`config.mk`:
```
export PLATFORM = sky130hd
export DESIGN_NAME = store_narrow_unit
export DESIGN_NICKNAME = d
export VERILOG_FILES = /design/src/rtl/store_narrow_unit_pkg.sv /design/src/rtl/store_narrow_unit_lane_format.sv /design/src/rtl/store_narrow_unit.sv
export SDC_FILE = /design/constraint.sdc
export NUM_CORES = 1
export LEC_CHECK = 0
export CELL_PAD_IN_SITES_DETAIL_PLACEMENT = 1
export CELL_PAD_IN_SITES_GLOBAL_PLACEMENT = 1
export CORE_MARGIN = 4
export CORE_UTILIZATION = 46
export DETAILED_ROUTE_END_ITERATION = 16
export PLACE_DENSITY = 0.92
export SETUP_SLACK_MARGIN = 0.15
export SLEW_MARGIN = 20
export SYNTH_ARGS = -nofsm -noshare
export SYNTH_HDL_FRONTEND = slang
export SYNTH_SLANG_ARGS = --single-unit
```
`constraint.sdc`:
```
create_clock -name clk -period 11.3 [get_ports clk]
set_clock_uncertainty 0.15 [all_clocks]
set_input_delay 2.825 -clock clk [delete_from_list [all_inputs] [get_ports clk]]
set_output_delay 2.825 -clock clk [all_outputs]
set_load 0.01 [all_outputs]
```
`src/rtl/store_narrow_unit_pkg.sv`:
```
// Shared definitions for the store narrowing path: op codes, byte-enable
// patterns and the lane portion of a queued store entry.
package store_narrow_unit_pkg;

  localparam logic [1:0] ST_WORD = 2'b00;
  localparam logic [1:0] ST_HALF = 2'b01;
  localparam logic [1:0] ST_BYTE = 2'b10;
  localparam logic [1:0] ST_RSVD = 2'b11;

  localparam logic [3:0] BE_NONE = 4'b0000;
  localparam logic [3:0] BE_WORD = 4'b1111;
  localparam logic [3:0] BE_HLO  = 4'b0011;
  localparam logic [3:0] BE_HHI  = 4'b1100;

  // Lane part of a queue entry; the word address is prepended by the
  // queue owner, giving {addr[AW-1:2], be[3:0], wdata[31:0]}.
  typedef struct packed {
    logic [3:0]  be;
    logic [31:0] wdata;
  } st_lane_t;

endpackage

```
`src/rtl/store_narrow_unit_lane_format.sv`:
```
// Combinational store formatter: byte enables, lane-replicated write data
// and an alignment/op error flag for one store.
module store_lane_format
  import store_narrow_unit_pkg::*;
(
  input  logic [1:0]  op,
  input  logic [1:0]  addr,
  input  logic [31:0] data,
  output logic [3:0]  be,
  output logic [31:0] wdata,
  output logic        err
);

  // Select enables and replicate the narrow value into every lane it may hit
  always_comb begin
    be    = BE_NONE;
    wdata = '0;
    err   = 1'b0;
    case (op)
      ST_WORD: begin
        be    = BE_WORD;
        wdata = data;
        err   = (addr != 2'b00);
      end
      ST_HALF: begin
        be    = addr[1] ? BE_HHI : BE_HLO;
        wdata = {2{data[15:0]}};
        err   = addr[0];
      end
      ST_BYTE: begin
        be    = 4'b0001 << addr;
        wdata = {4{data[7:0]}};
      end
      default: begin
        err = 1'b1;
      end
    endcase
  end

endmodule

```
`src/rtl/store_narrow_unit.sv`:
```
// Store narrowing unit: formats accepted stores, buffers them in a small
// FIFO and presents the head entry to data memory over a req/ack handshake.
module store_narrow_unit
  import store_narrow_unit_pkg::*;
#(
  parameter int DEPTH = 2,
  parameter int AW    = 32
) (
  input  logic          clk,
  input  logic          reset,
  input  logic          st_valid,
  input  logic [1:0]    st_op,
  input  logic [AW-1:0] st_addr,
  input  logic [31:0]   st_data,
  output logic          st_ready,
  output logic          mem_req,
  output logic [AW-1:0] mem_addr,
  output logic [3:0]    mem_be,
  output logic [31:0]   mem_wdata,
  input  logic          mem_ack,
  output logic          misalign,
  output logic [AW-1:0] bad_addr,
  output logic          busy
);

  localparam int PW = (DEPTH > 1) ? $clog2(DEPTH) : 1;
  localparam int CW = $clog2(DEPTH + 1);

  typedef struct packed {
    logic [AW-3:0] waddr;
    st_lane_t      lane;
  } entry_t;

  entry_t        q [DEPTH];
  logic [PW-1:0] wr_ptr;
  logic [PW-1:0] rd_ptr;
  logic [CW-1:0] count;

  logic [3:0]    fmt_be;
  logic [31:0]   fmt_wdata;
  logic          fmt_err;

  logic          take;
  logic          enq;
  logic          deq;
  logic [CW-1:0] count_nxt;
  logic [CW-1:0] remain;
  logic [PW-1:0] rd_ptr_nxt;
  entry_t        new_entry;
  entry_t        head_nxt;

  store_lane_format u_fmt (
    .op    (st_op),
    .addr  (st_addr[1:0]),
    .data  (st_data),
    .be    (fmt_be),
    .wdata (fmt_wdata),
    .err   (fmt_err)
  );

  // No bypass: readiness depends on the registered occupancy only
  assign st_ready   = (count != CW'(DEPTH));
  assign busy       = (count != '0);
  assign take       = st_valid && st_ready;
  assign enq        = take && !fmt_err;
  assign deq        = mem_req && mem_ack;
  assign count_nxt  = count + CW'(enq) - CW'(deq);
  assign remain     = count - CW'(deq);
  assign rd_ptr_nxt = rd_ptr + PW'(deq);
  assign new_entry  = '{waddr: st_addr[AW-1:2], lane: '{be: fmt_be, wdata: fmt_wdata}};

  // Head after this edge: the incoming store when nothing older survives
  always_comb begin
    head_nxt = q[rd_ptr_nxt];
    if (remain == '0) head_nxt = new_entry;
  end

  // Queue storage carries no reset; validity comes from count
  always_ff @(posedge clk) begin
    if (enq) q[wr_ptr] <= new_entry;
  end

  // Queue control, registered memory interface and error reporting
  always_ff @(posedge clk or negedge reset) begin
    if (!reset) begin
      wr_ptr    <= '0;
      rd_ptr    <= '0;
      count     <= '0;
      mem_req   <= 1'b0;
      mem_addr  <= '0;
      mem_be    <= BE_NONE;
      mem_wdata <= '0;
      misalign  <= 1'b0;
      bad_addr  <= '0;
    end else begin
      if (enq) wr_ptr <= wr_ptr + PW'(1);
      rd_ptr <= rd_ptr_nxt;
      count  <= count_nxt;
      if (count_nxt != '0) begin
        mem_req   <= 1'b1;
        mem_addr  <= {head_nxt.waddr, 2'b00};
        mem_be    <= head_nxt.lane.be;
        mem_wdata <= head_nxt.lane.wdata;
      end else begin
        mem_req <= 1'b0;
        mem_be  <= BE_NONE;
      end
      misalign <= take && fmt_err;
      if (take && fmt_err) bad_addr <= st_addr;
    end
  end

endmodule

```
==> impl_metrics.json <==
{
  "status": "completed",
  "die_x_um": 156,
  "clk_pin_slew_ns": 0.06,
  "start_kind": "primary input",
  "tightest_slew_ns": 1.02,
  "fin_area_um2": 12700,
  "met2_length_um": 14600,
  "wl_um": 28200,
  "final_nets": 978,
  "antenna_found_initial": 1,
  "pwr-share-seq": 0.345,
  "clock_sink_count": 236,
  "grt_pass1_vias": 7659,
  "fin_cells": 1200,
  "cts.hold.buffers_added": 0,
  "clk_latency_ns": 0.51,
  "p_comb_frac": 0.446,
  "slew_headroom": 0.317,
  "drive_above_1_share": 0.119,
  "place_inst": 1154,
  "grt.overflow.total": 0,
  "setup_tns_ns": 0,
  "via_per_inst": 5.84,
  "cap_violations": 0,
  "place_congestion": 0.819,
  "postCtsSetupBuffers": 0,
  "swShare": 0.368,
  "hpwlAfterDp_um": 16900,
  "rsz0062_at_grt": "false",
  "cp_data_required_time_ns": 11.49,
  "async_flop_share": 0.441,
  "finish.utilization": 0.597,
  "hp-class": "flip-flop to flip-flop",
  "synth_cell_type_count": 41,
  "worstPathMaxFanout": 84,
  "yosysTopAreaCellShare": 0.394,
  "rows": 53,
  "endpoint_kind": "flip-flop",
  "synth.ff_latch_count": 236,
  "yosys.cell_count.top_type": "edfxtp_1",
  "dr_wl_met3_um": 1290,
  "drc": 0,
  "synth.avg_cell_area_um2": 13.3,
  "internal_power_mw": 2.45,
  "synth_edf_count": 132,
  "cts_resized": 0,
  "p_per_area_nw_per_um2": 305,
  "antenna_left": 0,
  "synth-main-ff-cell": "edfxtp_1",
  "start_util": 0.472,
  "dr.pass1.iters": 5,
  "m1WireLength_um": 11500,
  "placed_cell_area_um2": 11900,
  "yosys_warnings": 0,
  "core_area_um2": 21300,
  "grt_max_degree": 85,
  "netlist_instances": 756,
  "htreeDepth": 1,
  "cts_buffers": 25,
  "clock_path_buffers": 3,
  "p_clk_frac": 0.209,
  "p_sw_mw": 1.43,
  "wl_per_cell_um": 23.5,
  "die_area_um2": 24300,
  "period_needed_ns": 6.36,
  "p_leak_nw": 4.88,
  "clock-root-buffer": "clkbuf_16",
  "num_vias": 7010,
  "fmax_mhz": 157,
  "yosysTopAreaCell": "edfxtp_1",
  "finalSetupViolations": 0,
  "cts_tree": "done",
  "netlist_top_cells_count": "edfxtp_1, dfrtp_1, nand2_1",
  "holdWs_ns": 0.326,
  "hold_violations": 0,
  "grt_pass1_wl_um": 43800,
  "ir_drop_v": 0.000226,
  "period_share": 0.563,
  "io_buffers": 171,
  "slew_viol_final": 0,
  "drt_iter0_drc": 573,
  "highest_layer": "met4",
  "io_pins": 174,
  "die_h_um": 156,
  "netlist_area_um2": 10000,
  "syn_to_final_growth_pct": 26.5,
  "synthTopCellsByArea": "edfxtp_1, dfrtp_1, o31ai_2, a211oi_1, and3_1",
  "crit_arrival_ns": 6.55,
  "seq_area_frac_synth": 0.653,
  "critical_path_class": "primary input to flip-flop",
  "grt_usage": 0.230
}
==> worst paths after layout <==
check	startpoint	end	slack, ns	depth (start not counted)
min in group asynchronous	reset	bad_addr[27]$_DFFE_PN0P_	2.22	1
max in group asynchronous	reset	mem_wdata[13]$_DFFE_PN0P_	7.61	2
max	st_op[0]	mem_wdata[0]$_DFFE_PN0P_	4.94	12
min	mem_addr[31]$_DFFE_PN0P_	mem_addr[31]$_DFFE_PN0P_	0.33	2
max reg2reg	count[0]$_DFF_PN0_	mem_wdata[0]$_DFFE_PN0P_	7.86	9
min reg2reg	mem_addr[31]$_DFFE_PN0P_	mem_addr[31]$_DFFE_PN0P_	0.33	2
==> cells by family (layout without fill, tap and decap cells) <==
| logic type | Yosys count | count (layout) | synth area share |
|---|---|---|---|
| other | 1 | 3 | 0.000373 |
| adders and majority gates | 2 | 2 | 0.00249 |
| buffers and inverters | 73 | 240 | 0.0385 |
| DFF | 236 | 236 | 0.653 |
| xor gates and xnor gates | 2 | 2 | 0.00336 |
| muxes | 48 | 48 | 0.0518 |
| and+or+nand+nor | 230 | 230 | 0.110 |
| AOI/OAI and AO/OA | 164 | 164 | 0.141 |
==> cell usage in the layout (no fill, tap or decap), types with 2 or more instances in the layout <==
cell type        count
o21ai_0             25
a21o_1               3
nand2b_1             2
and2_1               9
a21oi_1              2
and3_1              63
clkbuf_1             4
o31ai_1             19
mux2_1              32
nand3_1              4
a311oi_1             3
edfxtp_1           132
o31ai_2             43
mux2i_1             16
dfrtp_1            104
buf_4               13
clkbuf_8             6
clkbuf_16           26
clkinv_2             5
nor2_1              65
nand3b_1             9
nand2_1             69
clkdlybuf4s50_1    170
a211oi_1            62
inv_1               11
clkinvlp_4           2
nor2_4               3
conb_1               2
ha_1                 2
or2_2                2
==> sequential cells by signal, summed over array words and instances, names as in the netlist <==
signal and count:
count 2, rd_ptr 1, mem_wdata 32, bad_addr 32
q 132, misalign 1, mem_addr 30, mem_be 4
mem_req 1, wr_ptr 1
==> final cells by class <==
class	count	area [um^2]
antenna	1	2.50
timing repair buffer	183	1800
multi-input combinational	448	3140
sequential	236	6570
clock buffer	36	748
inverter	12	45.0
tap	275	344
fill	2067	8570
clock inverter	9	73.8
==> worst max-delay path: stages <==
cell and delay, ns:
clkdlybuf4s50_1 0.45, buf_4 0.37, nor2b_1 0.09, o21bai_1 0.29
nand4_1 0.37, ha_1 0.43, inv_1 0.06, ha_1 0.17
xor3_2 0.31, nor2_4 0.11, buf_4 0.78, o31ai_1 0.27
==> stage by stage <==
| stage | total power, mW | setup WS (ns) |
|---|---|---|
| 2_1_floorplan | 2.41 | 4.50 |
| 4_1_cts | 3.91 | 4.97 |
| 6_report | 3.87 | 4.94 |
| 3_5_place_dp | 3.06 | 4.58 |
| 5_1_grt | 4.09 | 4.72 |
| 3_3_place_gp | 2.96 | 4.76 |
==> power by group through the flow <==
stage	Sequential [mW]	Clock, mW	Combinational (mW)
floorplan	1.40	0	1.00
global placement	1.33	0	1.63
detailed placement	1.34	0	1.72
CTS	1.34	0.824	1.75
global route	1.36	0.859	1.87
finish	1.34	0.809	1.73
==> per-layer routing <==
layer / up-vias / GRT usage
li1: 3094 / -
met1: 3617 / 0.299
met2: 239 / 0.406
met3: 60 / 0.0305
met4: 0 / 0.0692
met5: - / 0
Power figures use the tool's default switching activity.
